### src/rtl/sap4_ab_alu_datapath.sv
// SAP-4 accumulator datapath: A and B registers with the shared ALU.
// Output buses are gated by their enables and read as 0 when disabled.
module sap4_ab_alu_datapath #(
    parameter int WIDTH = 4
) (
    input  logic             clk,
    input  logic             reset,
    input  logic [3:0]       opcode,
    input  logic [WIDTH-1:0] ram_to_a,
    input  logic [WIDTH-1:0] ram_to_b,
    input  logic [WIDTH-1:0] tmp_in,
    input  logic             carry_in,
    input  logic             la_ram,
    input  logic             la_b,
    input  logic             la_alu,
    input  logic             lb_tmp,
    input  logic             lb_alu,
    input  logic             lb_pop,
    input  logic             lb_carry,
    input  logic             ea_tmp,
    input  logic             ea_ram,
    input  logic             ea_out,
    input  logic             ea_carry,
    input  logic             eb_a,
    input  logic             eb_push,
    input  logic             eb_rcl,
    input  logic             eu,
    output logic [WIDTH-1:0] a_to_tmp,
    output logic [WIDTH-1:0] a_to_ram,
    output logic [WIDTH-1:0] a_to_out,
    output logic [WIDTH-1:0] b_to_ram,
    output logic             carry_from_a,
    output logic             carry_from_b,
    output logic             alu_zero,
    output logic             alu_carry,
    output logic [WIDTH-1:0] a_q,
    output logic [WIDTH-1:0] b_q
);

    logic [WIDTH-1:0] a_d;
    logic [WIDTH-1:0] b_d;
    logic [WIDTH-1:0] a_res;
    logic [WIDTH-1:0] b_res;
    logic [WIDTH:0]   wide;
    logic             cy;
    logic             dest_b;

    // ALU: result per opcode, everything forced low when eu is off
    always_comb begin
        a_res  = a_q;
        b_res  = b_q;
        cy     = 1'b0;
        dest_b = 1'b0;
        wide   = '0;
        case (opcode)
            4'b0001: begin
                wide  = {1'b0, a_q} + {1'b0, b_q};
                a_res = wide[WIDTH-1:0];
                cy    = wide[WIDTH];
            end
            4'b0010: begin
                wide  = {1'b0, a_q} - {1'b0, b_q};
                a_res = wide[WIDTH-1:0];
                cy    = wide[WIDTH];
            end
            4'b0101: begin
                a_res = {1'b0, a_q[WIDTH-1:1]};
                cy    = a_q[0];
            end
            4'b0100: begin
                b_res  = {b_q[WIDTH-2:0], carry_in};
                cy     = b_q[WIDTH-1];
                dest_b = 1'b1;
            end
            4'b1000: begin
                wide  = {1'b0, a_q} + {1'b0, tmp_in};
                a_res = wide[WIDTH-1:0];
                cy    = wide[WIDTH];
            end
            4'b1001: begin
                wide  = {1'b0, a_q} - {1'b0, tmp_in};
                a_res = wide[WIDTH-1:0];
                cy    = wide[WIDTH];
            end
            default: ;
        endcase
        if (!eu) begin
            a_res  = '0;
            b_res  = '0;
            cy     = 1'b0;
        end
    end

    assign alu_carry = cy;
    assign alu_zero  = eu & (dest_b ? (b_res == '0) : (a_res == '0));

    // A next state: ALU beats B beats RAM; B path reads 0 unless eb_a
    always_comb begin
        a_d = a_q;
        if (la_alu)
            a_d = a_res;
        else if (la_b)
            a_d = eb_a ? b_q : '0;
        else if (la_ram)
            a_d = ram_to_a;
    end

    // B next state: ALU, then POP, then TMP, then carry flag
    always_comb begin
        b_d = b_q;
        if (lb_alu)
            b_d = b_res;
        else if (lb_pop)
            b_d = ram_to_b;
        else if (lb_tmp)
            b_d = tmp_in;
        else if (lb_carry)
            b_d = {{(WIDTH-1){1'b0}}, carry_in};
    end

    // Both registers sample pre-edge values so XCHG works in one edge
    always_ff @(posedge clk or negedge reset) begin
        if (!reset) begin
            a_q <= '0;
            b_q <= '0;
        end else begin
            a_q <= a_d;
            b_q <= b_d;
        end
    end

    assign a_to_tmp     = ea_tmp ? a_q : '0;
    assign a_to_ram     = ea_ram ? a_q : '0;
    assign a_to_out     = ea_out ? a_q : '0;
    assign b_to_ram     = eb_push ? b_q : '0;
    assign carry_from_a = ea_carry & a_q[0];
    assign carry_from_b = eb_rcl & b_q[WIDTH-1];

endmodule

### config.mk
export PLATFORM = sky130hd
export DESIGN_NAME = sap4_ab_alu_datapath
export DESIGN_NICKNAME = d
export VERILOG_FILES = /design/src/rtl/sap4_ab_alu_datapath.sv
export SDC_FILE = /design/constraint.sdc
export NUM_CORES = 1
export LEC_CHECK = 0
export ABC_AREA = 1
export ABC_CLOCK_PERIOD_IN_PS = 2650
export BUFFER_PORTS_ARGS = -buffer_cell sky130_fd_sc_hd__buf_2
export CAP_MARGIN = 20
export CORE_ASPECT_RATIO = 1.1
export CORE_MARGIN = 1
export CORE_UTILIZATION = 45
export DETAILED_ROUTE_END_ITERATION = 12
export PLACE_DENSITY = 0.81
export SETUP_SLACK_MARGIN = 0.3
export SYNTH_ARGS = -nofsm -noshare
export SYNTH_HDL_FRONTEND = slang
export SYNTH_SLANG_ARGS = --single-unit
### constraint.sdc
create_clock -name clk -period 2.65 [get_ports clk]
set_clock_uncertainty 0.05 [all_clocks]
set_input_delay 0.6625 -clock clk [delete_from_list [all_inputs] [get_ports clk]]
set_output_delay 0.6625 -clock clk [all_outputs]
set_load 0.01 [all_outputs]
## Yosys cells after proc, flatten, opt, wreduce, memory -nomap -nowiden

Index checks and enable logic that the tools add are counted.

| word-level totals | value |
|---|---|
| flip-flop bits (word level) | 8 |
| bits in latches | 0 |
| RAM bits | 0 |
| bits in read-only memories | 0 |
| input port bits | 34 |
| output and inout bits | 28 |
| logic and storage cells | 39 |
| memories | 0 |

| operators by class | value |
|---|---|
| $add $sub $neg | 4 |
| $mul | 0 |
| divide/modulo/power cells | 0 |
| $lt $le $gt $ge | 0 |
| equality and inequality tests | 6 |
| shifts and indexed selects | 0 |
| muxes and demuxes | 20 |
| bitwise operators | 3 |
| reduce and logical (&&, ||, !) cells | 4 |

Operators with widths:

| kind | count |
|---|---|
| 4-bit two-way mux | 15 |
| 4-bit one-hot mux with 5 select lines | 1 |
| 4-bit by 4-bit adder with 5-bit output | 2 |
| 4-bit by 4-bit subtractor with 5-bit output | 2 |
| 4-bit by 3-bit == test with 1-bit output (second input constant) | 2 |
| 4-bit == test (second input constant) | 2 |
| 4-bit zero test | 2 |
| 1-bit one-hot mux with 6 select lines | 1 |
| 4-bit by 1-bit == test with 1-bit output (second input constant) | 1 |
| 4-bit by 2-bit == test with 1-bit output (second input constant) | 1 |
| 4-bit nonzero test | 1 |
| 1-bit bitwise AND | 3 |
| 1-bit two-way mux | 3 |
| 3-bit nonzero test | 1 |

## Longest topological paths before layout

Gate-level depths: netlist of the first run.

| logic depth | value |
|---|---|
| depth in word-level cells | 6 |
| depth in mapped cells | 16 |

## Least setup slack after synthesis of the first run

No wires, ideal clock.

| timing | value |
|---|---|
| kind | input to output |
| start point | in tmp_in[0] |
| end point | out alu_zero |
| arrival time | 2.020 ns |
| required time | 1.938 ns |
| path slack | -0.083 ns |
| stages on the path | 14 |
| cells stage by stage | ha_1 > inv_1 > fa_1 > nor2_1 > nor2_1 > nand2_1 > nand2_1 > nor2_1 > nand2_1 > nand2_1 > nand2_1 > nor2_1 > nand2_1 > a21oi_2 |

| between the ends | value |
|---|---|
| longest elaborated chain between the ends | 6 |

Ends and longest elaborated chain:

| what | RTL line | RTL |
|---|---|---|
| start, declared | 11 | `input logic [WIDTH-1:0] tmp_in,` |
| 4-bit by 4-bit subtractor with 5-bit output / 4-bit by 4-bit adder with 5-bit output (equally long branches) | 81, 76 |  |
| 4-bit one-hot mux with 5 select lines (*) | 55 | `case (opcode)` |
| 4-bit two-way mux (*) | 87 | `if (!eu) begin` |
| 4-bit zero test (*) | 95 | `assign alu_zero = eu & (dest_b ? (b_res == '0) : (a_res == '0));` |
| 1-bit two-way mux (*) | 95 |  |
| 1-bit bitwise AND (*) | 95 |  |
| end, declared | 34 | `output logic alu_zero,` |

Mark *: on every way between the ends. The rest lies on a longest branch, timed or not.

## Worst setup path after layout of the first run

| timing | value |
|---|---|
| start point | reg a_q[0] |
| end point | out alu_zero |

| between the ends | value |
|---|---|
| longest elaborated chain between the ends | 6 |

Ends and longest elaborated chain:

| what | RTL line | RTL |
|---|---|---|
| start, declared | 36 | `output logic [WIDTH-1:0] a_q,` |
| start signal, assigned | 124 | `a_q <= '0;` |
| start signal, assigned | 127 | `a_q <= a_d;` |
| 4-bit by 4-bit subtractor with 5-bit output (tied with other cells) | 81 | `wide = {1'b0, a_q} - {1'b0, tmp_in};` |
| 4-bit one-hot mux with 5 select lines (*) | 55 |  |
| 4-bit two-way mux (*) | 87 |  |
| 4-bit zero test (*) | 95 |  |
| 1-bit two-way mux (*) | 95 |  |
| 1-bit bitwise AND (*) | 95 |  |

Marked as above.

==> impl_metrics.json, run 1 <==
{
  "status": "complete, but fails checks",
  "violations": "negative setup slack",
  "grt_max_degree": 11,
  "synth_compound_area_frac": 0.181,
  "die_y_um": 64.6,
  "syn2layout_area_growth_pct": 54.1,
  "fill_cells": 265,
  "leakage_nw": 1.50,
  "crit_path_end": "alu_zero",
  "clk_pin_slew_ns": 0.07,
  "die-area_um2": 3810,
  "hold_path_class": "in -> async",
  "cts.path.max_buffers": 2,
  "synthSimpleGateAreaFrac": 0.371,
  "synth_cells": 283,
  "period_needed_ns": 3.22,
  "startpoint": "a_q[0]",
  "rows": 22,
  "fmax_mhz": 310,
  "port_buffers": 61,
  "num_vias": 2391,
  "grt_pass1_vias": 2145,
  "die_w_um": 58.9,
  "initial_core_util": 0.478,
  "dp_hpwl_um": 4170,
  "synth_xor_area_frac": 0,
  "overflow": 0,
  "max-cap-violations": 0,
  "syn_area_um2": 1600,
  "cp.arrival_ns": 2.51,
  "avgSynthCellArea_um2": 5.67,
  "cts_made_buffers": 3,
  "startpoint_type": "register",
  "setup.worst_path.end_class": "primary output",
  "synth-seq-cells": 8,
  "grt_pass1_wl_um": 9140,
  "powerDensity_nw_per_um2": 360,
  "grt_setup_unrepaired": "true",
  "regArea_um2": 201,
  "wl_per_cell_um": 14.5,
  "cts_sinks": 8,
  "r2r_end": "a_q[1]",
  "path_max_fanout": 4,
  "worst_pin_slew_ns": 0.354,
  "fin_ws_ns": -0.573,
  "wl_um": 6420,
  "clock_latency_ns": 0.28,
  "antenna_found_initial": 0,
  "required_ns": 1.94,
  "drtIter0Drc": 221,
  "clock-root-buffer": "clkbuf_4",
  "ir_worst_vdd_mv": 0.315,
  "synth_adder_area_share": 0.175,
  "grtUsageTotal": 0.316,
  "core-area_um2": 3360,
  "reg2reg_slack_ns": -0.35,
  "yosysSeqAreaShare": 0.125,
  "h-tree-depth": 1,
  "ios": 62,
  "first_pass_iters": 5,
  "place_ws_ns": -0.416,
  "postSynthNetCount": 337,
  "synth_edf_count": 0,
  "drive_above_1_share": 0.395,
  "ys.warnings.count": 0,
  "cts_tree": "done",
  "final_cells": 443,
  "gp_congestion": 1.00,
  "critPathKind": "reg -> out",
  "synthFlopType": "dfrtp_1",
  "hold_buffers": 0,
  "synth_top_family_by_area": "simple AND/OR/NAND/NOR gates",
  "synth_cell_types": 27,
  "maxSlewViolCount": 0,
  "rr_startpoint": "a_q[0]",
  "hold_violations": 0,
  "antenna_cells": 0,
  "route.detailed.drc": 0,
  "nets": 450,
  "multi_input_area_um2": 1240,
  "post-route-period-util": 1.22,
  "maxSlewHeadroom": 0.763,
  "finalSetupViolCount": 3,
  "synthMuxAreaShare": 0,
  "dp.cells": 429,
  "r2r_cells": 20,
  "via_per_inst": 5.40,
  "synth-async-reset-ratio": 1.00,
  "ant_nets": 0
}
[stage by stage]
step	power, W	instance area (um2)	setup TNS (ns)	hold WS (ns)	utilization
detailed placement	0.000666	2260	-0.697	0.459	0.673
CTS	0.000812	2410	-0.769	0.175	0.717
global route	0.000957	2470	-1.54	0.156	0.736
floorplan	0.000432	1610	-0.0597	0.317	-
finish	0.000891	2470	-1.16	0.165	0.736
global placement	0.000655	2260	-0.594	0.458	0.673
[power by group]
group | switching, W | internal [W] | total [W]
registers | 0.0000214 | 0.000136 | 0.000158
clock network | 0.0000567 | 0.0000583 | 0.000115
logic | 0.000344 | 0.000275 | 0.000618
total | 0.000422 | 0.000470 | 0.000891
[layout by cell type, fill, tap and decap left out]
| cell type | count |
|---|---|
| nor2_4 | 1 |
| or2_1 | 1 |
| a21oi_2 | 2 |
| nand2_2 | 7 |
| inv_4 | 1 |
| dfrtp_2 | 1 |
| dfrtp_1 | 7 |
| o22ai_1 | 9 |
| buf_2 | 60 |
| ha_4 | 3 |
| ha_1 | 11 |
| o21ai_0 | 21 |
| inv_1 | 50 |
| inv_2 | 11 |
| buf_6 | 10 |
| a21oi_1 | 9 |
| o311ai_2 | 1 |
| clkbuf_1 | 1 |
| nand3b_1 | 1 |
| a21boi_2 | 1 |
| fa_2 | 4 |
| clkbuf_4 | 3 |
| a211oi_1 | 2 |
| buf_4 | 39 |
| nor2_1 | 33 |
| o211ai_1 | 1 |
| nor3_1 | 2 |
| nor2_2 | 9 |
| o21ai_1 | 4 |
| nand3_1 | 12 |
| o21bai_2 | 1 |
| ha_2 | 2 |
| or2_0 | 1 |
| nor4_1 | 1 |
| nand2_1 | 73 |
[logic make-up (layout without fill, tap and decap cells)]
group / Yosys count / count (layout)
and+or+nand+nor: 141 / 141
buffers and inverters: 63 / 175
AOI/OAI and AO/OA: 51 / 51
adders and majority gates: 20 / 20
DFF: 8 / 8
[critical path, stage by stage (launching register included)]
cell and delay (ns):
dfrtp_2 0.43, buf_6 0.13, ha_4 0.12, inv_2 0.03, fa_2 0.53, inv_2 0.04, nand2_1 0.06, nand2_1 0.05
nor2_1 0.11, nand2_1 0.11, nand2_1 0.08, nand2_1 0.08, nor2_2 0.10, nand2_1 0.07, a21oi_2 0.15, buf_2 0.14
[worst min path at each step]
stage	from	endpoint	cells past startpoint
2_1_floorplan	reset	a_q[0]	0
3_3_place_gp	reset	a_q[3]	1
3_5_place_dp	reset	a_q[3]	1
4_1_cts	reset	a_q[3]	1
5_1_grt	reset	a_q[3]	1
6_report	reset	a_q[3]	1
[layer usage]
layer / wire [um] / GRT usage
met1: 2300 / 0.373
met2: 3060 / 0.541
met3: 570 / 0.0299
met4: 488 / 0.190
met5: 0 / 0
[state kept, by name (all words and copies together), names as in the netlist]
| name | flops |
|---|---|
| b_q | 4 |
| a_q | 4 |
[cell usage after synthesis, drive strengths merged, types with 2 or more instances]
cell | n | area share
o21ai | 25 | 0.078
o22ai | 9 | 0.035
fa | 4 | 0.050
a21oi | 11 | 0.037
nor3 | 2 | 0.0062
ha | 16 | 0.12
nor2 | 43 | 0.11
a211oi | 2 | 0.0094
nand3 | 12 | 0.037
or2 | 2 | 0.0078
nand2 | 80 | 0.20
dfrtp | 8 | 0.12
inv | 62 | 0.15
[timing repair]
action                                  4_1_cts  5_1_grt
resized for setup                            17       19
gates cloned                                  0        0
endpoints found under the setup margin        2        3
pin swaps                                     6        8
buffers inserted                              9        1
[area by class of cell]
cell class                 instances  area share
multi-input combinational        212       0.503
timing repair buffer             109       0.285
inverter                          62      0.0951
sequential                         8      0.0815
tap                               48      0.0243
clock buffer                       4      0.0106
(Power assumes the default switching activity.)
==> inputs of run 2 (changes only) <==
RECOVER_POWER = 50   (was default)
==> run 2 against run 1 <==
Sequential share of layout area about the same. Register-to-register slack about the same. Critical path type unchanged. Setup slack about the same. Largest cell class unchanged. Via count up 1.5%. Die area unchanged. Non-clock buffer count unchanged. Final area down 0.56%. Sequential power about the same. The flow still finishes with violations (negative setup slack). Combinational power about the same. Count of clock-buffer cells in the layout unchanged.
==> impl_metrics.json, run 2 (synthesis results as in run 1) <==
{
  "num_vias": 2428,
  "hold_violations": 0,
  "cts_tree": "done",
  "r2r_end": "a_q[1]",
  "drive_above_1_share": 0.380,
  "fin_area_um2": 2460,
  "required_ns": 1.94,
  "maxSlewViolCount": 0,
  "rr_startpoint": "a_q[0]",
  "drtIter0Drc": 215,
  "critPathKind": "reg -> out",
  "path_delay_family": "simple AND/OR/NAND/NOR gates",
  "startpoint_type": "register",
  "overflow": 0,
  "leakage_nw": 1.48,
  "post_dp_cell_area_um2": 2260,
  "gp_congestion": 1.00,
  "clock-root-buffer": "clkbuf_4",
  "ios": 62,
  "final_common_cell": "nand2_1",
  "max-cap-violations": 0,
  "antenna_cells": 0,
  "antenna_found_initial": 0,
  "h-tree-depth": 1,
  "powerDensity_nw_per_um2": 362,
  "core-area_um2": 3360,
  "port_buffers": 61,
  "via_per_inst": 5.48,
  "period_needed_ns": 3.22,
  "fin_ws_ns": -0.573,
  "hold_path_class": "in -> async",
  "cts_sinks": 8,
  "die_y_um": 64.6,
  "ir_worst_vdd_mv": 0.308,
  "setup.worst_path.end_class": "primary output",
  "post-route-period-util": 1.22,
  "syn2layout_area_growth_pct": 53.3,
  "route.detailed.drc": 0,
  "grt_max_degree": 11,
  "finalSetupViolCount": 3,
  "grt_pass1_vias": 2145,
  "cp.arrival_ns": 2.51,
  "power_w": 0.000890,
  "top_regs": "a_q x4, b_q x4",
  "critPathMaxStageDelay_ns": 0.41,
  "initial_core_util": 0.478,
  "first_pass_iters": 5,
  "grt_pass1_wl_um": 9140,
  "fmax_mhz": 310,
  "clk_pin_slew_ns": 0.07,
  "nets": 450,
  "violations": "negative setup slack",
  "r2r_cells": 20,
  "path_max_fanout": 4,
  "die-area_um2": 3810,
  "cts.path.max_buffers": 2,
  "worst_pin_slew_ns": 0.462,
  "reg2reg_slack_ns": -0.34,
  "worstPathCellList": "buf_4 > inv_1 > fa_2 > inv_1 > nand2_1 > nand2_1 > nor3_1 > nor2_1 > nand2_1 > nand2_1 > nand2_1 > nor2_2 > nand2_1 > a21oi_2 > buf_2",
  "mostFrequentLayoutCells": "nand2_1 (74), buf_2 (57), inv_1 (50), buf_4 (37), nor2_1 (33)",
  "fill_cells": 271,
  "wl_per_cell_um": 14.6,
  "die_w_um": 58.9,
  "dp_hpwl_um": 4170,
  "status": "complete, but fails checks",
  "clock_latency_ns": 0.28,
  "maxSlewHeadroom": 0.692,
  "place_ws_ns": -0.416,
  "cts_made_buffers": 3,
  "fin_setup_tns_ns": -1.16,
  "wl_um": 6450,
  "rows": 22,
  "crit_buf_inv": 4,
  "grt_setup_unrepaired": "true",
  "ant_nets": 0,
  "cp_common_cell": "nand2_1",
  "grtUsageTotal": 0.316,
  "slowest_stage": "fa_2"
}
## run 2: layer usage
| metal | wire (um) | GRT usage | vias to the layer above |
|---|---|---|---|
| met5 | 0 | 0 | - |
| met4 | 527 | 0.190 | 0 |
| met3 | 562 | 0.0299 | 70 |
| met2 | 3040 | 0.541 | 173 |
| met1 | 2320 | 0.373 | 1072 |
| li1 | - | - | 1113 |
## run 2: stage by stage
step | std cells | hold WS, ns | util
2_1_floorplan | 283 | 0.317 | -
3_3_place_gp | 429 | 0.458 | 0.673
3_5_place_dp | 429 | 0.459 | 0.673
4_1_cts | 442 | 0.175 | 0.717
5_1_grt | 443 | 0.252 | 0.732
6_report | 443 | 0.247 | 0.732
## run 2: final cells by class
type                       count  area [um2]  share of cell area
sequential                     8         201              0.0819
clock buffer                   4        26.3              0.0107
tap                           48        60.1              0.0244
multi-input combinational    212        1240               0.505
inverter                      62         235              0.0957
timing repair buffer         109         694               0.282
## run 2: worst max-delay path by stage
stage	startpoint	endpoint	slack, ns	cells past startpoint
3_3_place_gp	tmp_in[0]	alu_zero	-0.35	15
3_5_place_dp	tmp_in[0]	alu_zero	-0.42	15
4_1_cts	a_q[0]	alu_zero	-0.40	16
6_report	a_q[1]	alu_zero	-0.57	15
2_1_floorplan	tmp_in[0]	alu_zero	-0.06	13
5_1_grt	a_q[0]	alu_zero	-0.74	15
## run 2: timing repair
item,in CTS,in global routing
endpoints found under the hold margin,0,0
hold buffers,0,0
buffers inserted,9,1
endpoints found under the setup margin,2,3
gates resized for setup,17,19
pin swaps,6,8
## run 2: power breakdown
part / switching, W / internal, W
combinational: 0.000345 / 0.000271
sequential: 0.0000214 / 0.000136
clock: 0.0000577 / 0.0000584
